`src/rtl/ram_march_controller_if.sv`:
```
// Port bundle of the March C- BIST sequencer: control, RAM port and result readout.
// The sequencer uses the master view; the RAM skeleton and readout logic use the slave view.
interface ram_march_controller_if #(
    parameter int BITWIDTH_DATA = 12,
    parameter int BITWIDTH_ADR  = 6,
    parameter int BITWIDTH_ERR  = 16
);
    logic                     EN;
    logic                     START;
    logic                     RAM_EN;
    logic                     RAM_WE;
    logic [BITWIDTH_ADR-1:0]  RAM_ADR;
    logic [BITWIDTH_DATA-1:0] RAM_DIN;
    logic [BITWIDTH_DATA-1:0] RAM_DOUT;
    logic                     BUSY;
    logic                     DONE;
    logic                     PASS;
    logic [BITWIDTH_ERR-1:0]  ERR_CNT;
    logic [BITWIDTH_ADR-1:0]  FIRST_ERR_ADR;
    logic [2:0]               ELEM;

    modport master (
        input  EN, START, RAM_DOUT,
        output RAM_EN, RAM_WE, RAM_ADR, RAM_DIN,
               BUSY, DONE, PASS, ERR_CNT, FIRST_ERR_ADR, ELEM
    );

    modport slave (
        output EN, START, RAM_DOUT,
        input  RAM_EN, RAM_WE, RAM_ADR, RAM_DIN,
               BUSY, DONE, PASS, ERR_CNT, FIRST_ERR_ADR, ELEM
    );
endinterface

```
`src/rtl/ram_march_controller.sv`:
```
// March C- self-test sequencer for a single-port RAM with one-cycle read latency.
// Runs M0..M5 over addresses 0..NUM_POSITIONS-1 and reports pass, error count and first failing address.
module ram_march_controller #(
    parameter int BITWIDTH_DATA = 12,
    parameter int BITWIDTH_ADR  = 6,
    parameter int NUM_POSITIONS = 2**BITWIDTH_ADR - 4,
    parameter int BITWIDTH_ERR  = 16
) (
    input  logic                   CLK_SYS,
    input  logic                   RST,
    ram_march_controller_if.master bus
);
    typedef enum logic [2:0] {S_IDLE, S_WR, S_RD, S_RW, S_CHK, S_FIN} state_t;

    localparam logic [BITWIDTH_ADR-1:0] LAST_ADR = BITWIDTH_ADR'(NUM_POSITIONS - 1);

    state_t                   state_q, state_d;
    logic [BITWIDTH_ADR-1:0]  adr_q, adr_d;
    logic [2:0]               elem_q, elem_d;
    logic [BITWIDTH_ERR-1:0]  err_q, err_d;
    logic [BITWIDTH_ADR-1:0]  fea_q, fea_d;
    logic                     seen_q, seen_d;
    logic                     pass_q, pass_d;

    logic                     ram_en, ram_we, busy, done;
    logic [BITWIDTH_DATA-1:0] ram_din;

    logic                     descending, at_last, mismatch;
    logic [BITWIDTH_ADR-1:0]  step_adr, next_start;
    logic [2:0]               next_elem;
    logic [BITWIDTH_DATA-1:0] rd_bg, wr_bg;

    // M3/M4 walk downwards; every other element walks upwards.
    assign descending = (elem_q == 3'd3) || (elem_q == 3'd4);
    assign at_last    = descending ? (adr_q == '0) : (adr_q == LAST_ADR);
    assign step_adr   = descending ? adr_q - BITWIDTH_ADR'(1) : adr_q + BITWIDTH_ADR'(1);
    assign next_elem  = elem_q + 3'd1;
    assign next_start = ((next_elem == 3'd3) || (next_elem == 3'd4)) ? LAST_ADR : '0;

    // Reads expect O in M2/M4 and Z elsewhere; RW writes O in M1/M3 and Z in M2/M4.
    assign rd_bg = ((elem_q == 3'd2) || (elem_q == 3'd4)) ? '1 : '0;
    assign wr_bg = ((elem_q == 3'd1) || (elem_q == 3'd3)) ? '1 : '0;

    // RAM_DOUT belongs to the read issued in the preceding RD cycle.
    assign mismatch = ((state_q == S_RW) || (state_q == S_CHK)) && (bus.RAM_DOUT != rd_bg);

    always_comb begin
        // NOTE: every signal written here gets a default first so no path can infer a latch.
        state_d = state_q;
        adr_d   = adr_q;
        elem_d  = elem_q;
        err_d   = err_q;
        fea_d   = fea_q;
        seen_d  = seen_q;
        pass_d  = pass_q;
        ram_en  = 1'b0;
        ram_we  = 1'b0;
        ram_din = '0;
        busy    = 1'b0;
        done    = 1'b0;

        if (mismatch) begin
            if (err_q != '1) err_d = err_q + BITWIDTH_ERR'(1);
            if (!seen_q) begin
                seen_d = 1'b1;
                fea_d  = adr_q;
            end
        end

        unique case (state_q)
            S_IDLE: begin
                if (bus.START) begin
                    state_d = S_WR;
                    adr_d   = '0;
                    elem_d  = '0;
                    err_d   = '0;
                    fea_d   = '0;
                    seen_d  = 1'b0;
                    pass_d  = 1'b0;
                end
            end
            S_WR: begin
                busy = 1'b1;
                if (bus.EN) begin
                    ram_en = 1'b1;
                    ram_we = 1'b1;
                    if (at_last) begin
                        elem_d  = next_elem;
                        adr_d   = next_start;
                        state_d = S_RD;
                    end else begin
                        adr_d = step_adr;
                    end
                end
            end
            S_RD: begin
                busy = 1'b1;
                if (bus.EN) begin
                    ram_en  = 1'b1;
                    state_d = (elem_q == 3'd5) ? S_CHK : S_RW;
                end
            end
            S_RW: begin
                busy    = 1'b1;
                ram_en  = 1'b1;
                ram_we  = 1'b1;
                ram_din = wr_bg;
                state_d = S_RD;
                if (at_last) begin
                    elem_d = next_elem;
                    adr_d  = next_start;
                end else begin
                    adr_d = step_adr;
                end
            end
            S_CHK: begin
                busy = 1'b1;
                if (at_last) begin
                    state_d = S_FIN;
                    // Resolved here, including this cycle's compare, so PASS is valid alongside DONE.
                    pass_d  = (err_d == '0);
                end else begin
                    adr_d   = step_adr;
                    state_d = S_RD;
                end
            end
            S_FIN: begin
                done    = 1'b1;
                state_d = S_IDLE;
            end
            default: state_d = S_IDLE;
        endcase
    end

    always_ff @(posedge CLK_SYS or posedge RST) begin
        if (RST) begin
            state_q <= S_IDLE;
            adr_q   <= '0;
            elem_q  <= '0;
            err_q   <= '0;
            fea_q   <= '0;
            seen_q  <= 1'b0;
            pass_q  <= 1'b0;
        end else begin
            // NOTE: non-blocking updates so every register samples the pre-edge values.
            state_q <= state_d;
            adr_q   <= adr_d;
            elem_q  <= elem_d;
            err_q   <= err_d;
            fea_q   <= fea_d;
            seen_q  <= seen_d;
            pass_q  <= pass_d;
        end
    end

    assign bus.RAM_EN        = ram_en;
    assign bus.RAM_WE        = ram_we;
    assign bus.RAM_ADR       = adr_q;
    assign bus.RAM_DIN       = ram_din;
    assign bus.BUSY          = busy;
    assign bus.DONE          = done;
    assign bus.PASS          = pass_q;
    assign bus.ERR_CNT       = err_q;
    assign bus.FIRST_ERR_ADR = fea_q;
    assign bus.ELEM          = elem_q;
endmodule

```
`src/flat_wrapper.sv`:
```
// flat-port wrapper written by rule: the top's interface ports become plain ports
module ram_march_controller_flat 
#(
    parameter int BITWIDTH_DATA = 12,
    parameter int BITWIDTH_ADR  = 6,
    parameter int NUM_POSITIONS = 2**BITWIDTH_ADR - 4,
    parameter int BITWIDTH_ERR  = 16
)
  (CLK_SYS, RST, bus_EN, bus_START, bus_RAM_DOUT, bus_RAM_EN, bus_RAM_WE, bus_RAM_ADR, bus_RAM_DIN, bus_BUSY, bus_DONE, bus_PASS, bus_ERR_CNT, bus_FIRST_ERR_ADR, bus_ELEM);
  ram_march_controller_if #(.BITWIDTH_DATA(BITWIDTH_DATA), .BITWIDTH_ADR(BITWIDTH_ADR), .BITWIDTH_ERR(BITWIDTH_ERR)) bus_i ();
  input  logic CLK_SYS;
  input  logic RST;
  input wire logic [$bits(bus_i.EN)-1:0] bus_EN;
  input wire logic [$bits(bus_i.START)-1:0] bus_START;
  input wire logic [$bits(bus_i.RAM_DOUT)-1:0] bus_RAM_DOUT;
  output wire logic [$bits(bus_i.RAM_EN)-1:0] bus_RAM_EN;
  output wire logic [$bits(bus_i.RAM_WE)-1:0] bus_RAM_WE;
  output wire logic [$bits(bus_i.RAM_ADR)-1:0] bus_RAM_ADR;
  output wire logic [$bits(bus_i.RAM_DIN)-1:0] bus_RAM_DIN;
  output wire logic [$bits(bus_i.BUSY)-1:0] bus_BUSY;
  output wire logic [$bits(bus_i.DONE)-1:0] bus_DONE;
  output wire logic [$bits(bus_i.PASS)-1:0] bus_PASS;
  output wire logic [$bits(bus_i.ERR_CNT)-1:0] bus_ERR_CNT;
  output wire logic [$bits(bus_i.FIRST_ERR_ADR)-1:0] bus_FIRST_ERR_ADR;
  output wire logic [$bits(bus_i.ELEM)-1:0] bus_ELEM;
  assign bus_i.EN = bus_EN;
  assign bus_i.START = bus_START;
  assign bus_i.RAM_DOUT = bus_RAM_DOUT;
  assign bus_RAM_EN = bus_i.RAM_EN;
  assign bus_RAM_WE = bus_i.RAM_WE;
  assign bus_RAM_ADR = bus_i.RAM_ADR;
  assign bus_RAM_DIN = bus_i.RAM_DIN;
  assign bus_BUSY = bus_i.BUSY;
  assign bus_DONE = bus_i.DONE;
  assign bus_PASS = bus_i.PASS;
  assign bus_ERR_CNT = bus_i.ERR_CNT;
  assign bus_FIRST_ERR_ADR = bus_i.FIRST_ERR_ADR;
  assign bus_ELEM = bus_i.ELEM;
  ram_march_controller #(.BITWIDTH_DATA(BITWIDTH_DATA), .BITWIDTH_ADR(BITWIDTH_ADR), .NUM_POSITIONS(NUM_POSITIONS), .BITWIDTH_ERR(BITWIDTH_ERR)) u_core (.CLK_SYS(CLK_SYS), .RST(RST), .bus(bus_i));
endmodule
```
`config.mk`:
```
export PLATFORM = sky130hd
export DESIGN_NAME = ram_march_controller_flat
export DESIGN_NICKNAME = d
export VERILOG_FILES = /design/src/rtl/ram_march_controller_if.sv /design/src/rtl/ram_march_controller.sv /design/src/flat_wrapper.sv
export SDC_FILE = /design/constraint.sdc
export NUM_CORES = 1
export LEC_CHECK = 0
export CAP_MARGIN = 20
export CORE_ASPECT_RATIO = 1.5
export CORE_MARGIN = 2
export CORE_UTILIZATION = 54
export DETAILED_ROUTE_END_ITERATION = 7
export PLACE_DENSITY = 0.83
export SYNTH_ARGS = -nofsm -noshare
export SYNTH_HDL_FRONTEND = slang
export SYNTH_SLANG_ARGS = --single-unit
export TNS_END_PERCENT = 50
```
`constraint.sdc`:
```
create_clock -name CLK_SYS -period 5.5 [get_ports CLK_SYS]
set_clock_uncertainty 0.2 [all_clocks]
set_input_delay 1.1 -clock CLK_SYS [delete_from_list [all_inputs] [get_ports CLK_SYS]]
set_output_delay 1.1 -clock CLK_SYS [all_outputs]
set_load 0.01 [all_outputs]
```
==> reports/summary.txt, run 1 <==
Status -> finished clean
Starting Density -> 56.6%
Final period util -> 73.6%
Worst setup path endpoint -> bus_RAM_DIN[1]
Antenna violations before repair -> 0
Post-DR vias/cell -> 5.73
Fin nets -> 375
Worst hold path type -> reg -> reg
HPWL after DPL -> 4690 um
GRT overflow -> 0
Die Span Y -> 88.8 um
Final Util -> 72.0%
CP max stage delay -> 0.83 ns
Largest net degree at the start of global routing -> 37
Top-count cell post-synth -> nor2_1
Crit path buffers/inverters -> 1
Slew headroom -> 36.6%
Main combinational cell family by area after synthesis -> simple AND/OR/NAND/NOR gates
CTS tree -> built
R2R setup slack -> 2.14 ns
Post-synth net total -> 325
Post-synth ARST share -> 100%
Clock-pin slew on the worst setup and hold paths -> 0.08 ns
Nature of the critical path endpoint -> primary output
Root buf cell -> clkbuf_8
DRC Markers -> 0
Sink Count -> 36
Setup ws final -> 1.45 ns
Area fraction of the dominant cell type after synthesis -> 34.8%
Crit path DAT -> 2.75 ns
Complex-gate fraction of the synthesized area -> 14.1%
FMAX -> 247 MHz
First-pass GRT wire length -> 10400 um
Post-CTS Hold Fix Bufs -> 0
Pre-antenna DRT Iters -> 4
Post-synthesis mux area share -> 5.94%
Worst slew pin tran -> 0.943 ns
Maximum VDD drop -> 0.000313 V
Post-synth top area cell -> dfrtp_1
Synth Area in XOR/XNOR -> 6.08%
DIE AREA -> 0.00538 mm^2
Leakage power -> 1.35 nW
Most frequent cells after synthesis -> nor2_1 (39), dfrtp_1 (36), a21oi_1 (18), nand2_1 (18), xnor2_1 (16)
DRT iter0 DRCs -> 155
Dpl cells -> 403
Max Slew Vio Count -> 0
Hold Fails Final Rpt -> 0
Critical Path Stages -> 3
Adder-Cell Fraction of Synth Area -> 6.57%
Unique cell type count in the Yosys netlist -> 50
Post-cts gate resize count -> 0
Number of synthesized flops with an enable pin -> 0
Clock Latency Late Sink -> 0.29 ns
CTS Buf Count -> 5
Slowest cell on crit path -> nor3_1
Syn Inst Count -> 296
Die X -> 60.6 um
Clock buffer depth -> 2
Leading post-synthesis cells by cell area -> dfrtp_1 (35%), ha_1 (5.8%), nor2_1 (5.6%), xnor2_1 (5.4%), mux2i_1 (4.6%)
Pre-CTS setup slack -> 1.70 ns
Site Rows -> 30
RSZ-0062 raised after global routing -> no
# Post-CTS Setup Buffers -> 0
CP delay by family, top -> simple AND/OR/NAND/NOR gates
Register area share after synthesis -> 34.8%
Crit-path max FO -> 14
Final ANT Viol Nets -> 0
I/O pin count -> 64
Synthesized cell area -> 0.00259 mm^2
Core area -> 0.00458 mm^2
Simple-Gate Fraction of Synth Area -> 25.6%
Average size of a mapped cell -> 8.75 um^2
Startpoint Class -> flip-flop
Worst path cell trace -> nand2b_1 -> nor3_1 -> clkdlybuf4s50_1
DR vias -> 2353
Routed WL -> 6330 um
Tot GR Track Use -> 25.3%
MaxCap Viol Count -> 0
H-Tree Depth -> 2
Worst R2R End -> u_core.bus.RAM_ADR[5]
Area growth syn-to-layout -> 27.2%
WL/cell -> 15.4 um
Worst Setup SP -> u_core.state_q[0]
Number of synthesized register bits -> 36
Final cell count without fillers -> 411
Final setup TNS -> 0 ns
Power Dens Cells -> 385 mW/mm^2
FF-to-FF Start -> u_core.bus.ELEM[0]
Ys Warns -> 0
Top_reg_cell synth -> dfrtp_1
Layout cells sized above 1 -> 6.63%
Final setup fails -> 0
CP required -> 4.20 ns
Input/output buffers -> 63
Register-to-Register Path Depth -> 12
Critical Setup Path Class -> reg -> out
Antenna diode count -> 0
Tmin final -> 4.05 ns
Placer Congestion -> 0.918
Vias in the first global route -> 2269
## stage by stage
stage / power [mW] / cell area (um^2) / hold WS [ns]
CTS: 1.27 / 3300 / 0.332
finish: 1.27 / 3300 / 0.322
detailed placement: 1.04 / 3190 / 0.322
floorplan: 0.813 / 2590 / 0.287
global route: 1.36 / 3300 / 0.354
global placement: 1.02 / 3190 / 0.310
## cell type report
type                            instances  area (um^2)
Inverter                               13         48.8
Tap cell                               64         80.1
Clock buffer                            6         72.6
Clock inverter                          2         35.0
Timing Repair Buffer                   65          646
Fill cell                             369         1280
Multi-Input combinational cell        225         1510
Sequential cell                        36          901
## state kept, by name, summed over array words and instances, names as in the netlist
register,flops
u_core.state_q,3
u_core.bus.ELEM,3
u_core.bus.PASS,1
u_core.bus.FIRST_ERR_ADR,6
u_core.bus.RAM_ADR,6
u_core.seen_q,1
u_core.bus.ERR_CNT,16
## layout by cell type, fill, tap and decap left out, types with 3 or more instances in the layout
cell	count
dfrtp_1	36
mux2_2	3
nor3_1	11
nand3_1	9
a21o_1	6
nand2_1	18
nor2_1	39
a21oi_1	18
xnor2_1	16
o22ai_1	3
or3_1	4
o31ai_1	5
nand4_1	8
nand2b_1	4
clkbuf_8	5
mux2i_1	12
and3_1	4
nor4_1	7
inv_1	12
o21ai_0	11
ha_1	12
clkdlybuf4s50_1	63
nand3b_1	3
## worst register-to-register path, cell delays in order (launching register included)
cell and delay [ns]:
dfrtp_1 0.46, inv_1 0.12, ha_1 0.22, mux2i_1 0.50, inv_1 0.23, ha_1 0.32, a21o_1 0.17, a21oi_1 0.21
o21bai_1 0.09, a21oi_1 0.16, mux2_2 0.34, o21a_1 0.16, a21oi_1 0.11
## report_power, final
| group | total [mW] | switching [mW] | internal (mW) |
|---|---|---|---|
| clock | 0.232 | 0.0974 | 0.135 |
| combinational | 0.615 | 0.322 | 0.293 |
| sequential | 0.421 | 0.101 | 0.320 |
| total | 1.27 | 0.520 | 0.748 |
## per-layer routing
metal,global-route usage [%],vias up,wire length (um)
li1,-,1140,-
met1,28.8,1124,2490
met2,45.6,77,3440
met3,4.53,12,263
met4,9.88,0,132
met5,0,-,0
## kinds of logic (layout without fill, tap and decap cells)
logic type	Yosys count	in the layout
fa+ha+maj	13	13
compound gates	57	57
flops	36	36
buf+inv	35	86
simple gates	122	122
xor+xnor	18	18
mux	15	15
## worst min path at each step
stage | startpoint | to | slack (ns) | cells after the start
detailed placement | u_core.bus.FIRST_ERR_ADR[0] | u_core.bus.FIRST_ERR_ADR[0] | 0.32 | 2
finish | u_core.bus.FIRST_ERR_ADR[0] | u_core.bus.FIRST_ERR_ADR[0] | 0.32 | 2
global route | u_core.bus.FIRST_ERR_ADR[0] | u_core.bus.FIRST_ERR_ADR[0] | 0.35 | 2
global placement | u_core.bus.FIRST_ERR_ADR[0] | u_core.bus.FIRST_ERR_ADR[0] | 0.31 | 2
CTS | u_core.bus.FIRST_ERR_ADR[0] | u_core.bus.FIRST_ERR_ADR[0] | 0.33 | 2
floorplan | u_core.seen_q | u_core.seen_q | 0.29 | 2
Power figures use the tool's default switching activity.
==> inputs of run 2 (changes only) <==
- CORE_UTILIZATION: 54 -> 45
- PLACE_DENSITY: 0.83 -> 0.74
- clock period: 5.5 -> 3.7 ns (I/O delays scaled with it)
==> reports/summary.txt, run 2 (synthesis results as in run 1) <==
Status -> finished clean (unchanged)
Critical Setup Path Class -> reg -> out (unchanged)
# Post-CTS Setup Buffers -> 0 (unchanged)
Most frequent cells in the layout -> clkdlybuf4s50_1 (63), nor2_1 (39), dfrtp_1 (36) (unchanged)
Site Rows -> 33 (was 30)
M3 GR Usage -> 3.02% (was 4.53%)
I/O pin count -> 64 (unchanged)
Share of power burned in registers -> 33.9% (was 33.2%)
Crit-path max FO -> 14 (unchanged)
Final period util -> 85.2%
H-Tree Depth -> 2 (unchanged)
Met2 Use GR -> 36.3% (was 45.6%)
Power Dens Cells -> 556 mW/mm^2 (was 385 mW/mm^2)
Dpl cells -> 413 (was 403)
DR vias -> 2399 (was 2353)
Fin nets -> 379 (was 375)
First-pass GRT wire length -> 10800 um (was 10400 um)
Final setup TNS -> 0 ns (unchanged)
Met1 Use GR -> 24.8% (was 28.8%)
Maximum VDD drop -> 0.000386 V (was 0.000313 V)
MaxCap Viol Count -> 0 (unchanged)
Input/output buffers -> 63 (unchanged)
Tot GR Track Use -> 21.0% (was 25.3%)
Crit path DAT -> 2.21 ns (was 2.75 ns)
CTS tree -> built (unchanged)
Vias in the first global route -> 2323 (was 2269)
Internal power -> 1.06 mW (was 0.748 mW)
Clock network power share -> 15.6% (was 18.3%)
Largest register FFs -> 16 (unchanged)
Post-cts gate resize count -> 0 (unchanged)
Worst hold path type -> reg -> reg (unchanged)
Fillers -> 523 (was 369)
Sw frac -> 42.8% (was 41.0%)
Placer Congestion -> 0.909 (was 0.918)
Largest net degree at the start of global routing -> 37 (unchanged)
Pre-antenna DRT Iters -> 4 (unchanged)
Area growth syn-to-layout -> 27.9% (was 27.2%)
Max Slew Vio Count -> 0 (unchanged)
Logic pwr share -> 50.4% (was 48.5%)
Starting Density -> 46.8% (was 56.6%)
Routed WL -> 6490 um (was 6330 um)
CP required -> 2.76 ns (was 4.20 ns)
Gr busiest metal -> met2 (unchanged)
Antenna violations before repair -> 0 (unchanged)
GRT overflow -> 0 (unchanged)
Psw -> 0.788 mW (was 0.520 mW)
DRC Markers -> 0 (unchanged)
Slew headroom -> 52.3% (was 36.6%)
WL/cell -> 15.4 um (about the same)
Commonest non-fill, non-tap cell in the layout -> clkdlybuf4s50_1 (unchanged)
Startpoint Class -> flip-flop (unchanged)
CTS Buf Count -> 5 (unchanged)
Post-DR vias/cell -> 5.70 (was 5.73)
Leakage power -> 1.37 nW (was 1.35 nW)
Clock Latency Late Sink -> 0.29 ns (about the same)
Root buf cell -> clkbuf_8 (unchanged)
Nature of the critical path endpoint -> primary output (unchanged)
Post-CTS Hold Fix Bufs -> 0 (unchanged)
Register area -> 901 um^2 (unchanged)
Worst slew pin tran -> 0.710 ns (was 0.943 ns)
Die X -> 66.0 um (was 60.6 um)
Hold Fails Final Rpt -> 0 (unchanged)
Clock buffer depth -> 2 (unchanged)
DIE AREA -> 0.00639 mm^2 (was 0.00538 mm^2)
Final setup fails -> 0 (unchanged)
Final cell count without fillers -> 421 (was 411)
HPWL after DPL -> 4870 um (was 4690 um)
Antenna diode count -> 0 (unchanged)
DRT iter0 DRCs -> 206 (was 155)
Area of the multi-input gates -> 0.00151 mm^2 (unchanged)
Core area -> 0.00553 mm^2 (was 0.00458 mm^2)
Sink Count -> 36 (unchanged)
Die Span Y -> 96.9 um (was 88.8 um)
FMAX -> 317 MHz
RSZ-0062 raised after global routing -> no (unchanged)
Layout cells sized above 1 -> 7.98% (was 6.63%)
Tmin final -> 3.15 ns
Clock-pin slew on the worst setup and hold paths -> 0.08 ns (about the same)
Final ANT Viol Nets -> 0 (unchanged)
run 2: cell types whose count changed in the layout (fill, tap and decap cells not counted), sizes merged:
cell / previous run / this run
inv: 12 / 13
clkinv: 2 / 3
bufinv: 1 / 0
clkbuf: 6 / 5
buf: 2 / 6
run 2: per-layer routing:
layer | wire length (um) | part of all wire, %
met3 | 312 | 4.8
met5 | 0 | 0
met2 | 3340 | 51
met1 | 2600 | 40
met4 | 249 | 3.8
run 2: worst paths after layout:
check / to / cells after the start / from / slack (ns)
setup / recovery: bus_RAM_DIN[3] / 4 / u_core.state_q[0] / 0.55
hold reg to reg: u_core.bus.PASS / 2 / u_core.bus.PASS / 0.32
max in group asynchronous: u_core.bus.RAM_ADR[0] / 3 / RST / 2.31
hold / removal: u_core.bus.PASS / 2 / u_core.bus.PASS / 0.32
min in group asynchronous: u_core.bus.ERR_CNT[14] / 3 / RST / 0.65
setup reg to reg: u_core.bus.RAM_ADR[5] / 12 / u_core.bus.ELEM[0] / 0.59
run 2: worst max-delay path, cell delays in order (launching register included):
cell	delay, ns
dfrtp_1	0.62
nand2b_1	0.31
nor3_1	0.24
buf_4	0.19
clkdlybuf4s50_1	0.55
run 2: stage by stage:
stage	hold slack, ns	instance area, um^2	setup slack (ns)	util, %	total power, mW
floorplan	0.287	2590	0.702	-	1.21
global route	0.360	3310	0.397	59.9	1.98
global placement	0.299	3230	0.390	58.3	1.54
finish	0.319	3310	0.547	59.9	1.84
detailed placement	0.301	3230	0.349	58.3	1.56
CTS	0.322	3310	0.552	59.9	1.85
run 2: final cells by class:
type | instances | share of cell area (%)
Sequential cell | 36 | 27.2
Multi-Input combinational cell | 225 | 45.7
Timing Repair Buffer | 69 | 20.4
Tap cell | 70 | 2.64
Clock buffer | 5 | 2.08
Inverter | 13 | 1.47
Clock inverter | 3 | 0.566
run 2: power by group through the flow:
| stage | clock network (mW) | registers, mW | logic, mW |
|---|---|---|---|
| 2_1_floorplan | 0 | 0.602 | 0.607 |
| 3_3_place_gp | 0 | 0.630 | 0.911 |
| 3_5_place_dp | 0 | 0.631 | 0.931 |
| 4_1_cts | 0.288 | 0.624 | 0.936 |
| 5_1_grt | 0.305 | 0.644 | 1.03 |
| 6_report | 0.288 | 0.625 | 0.930 |
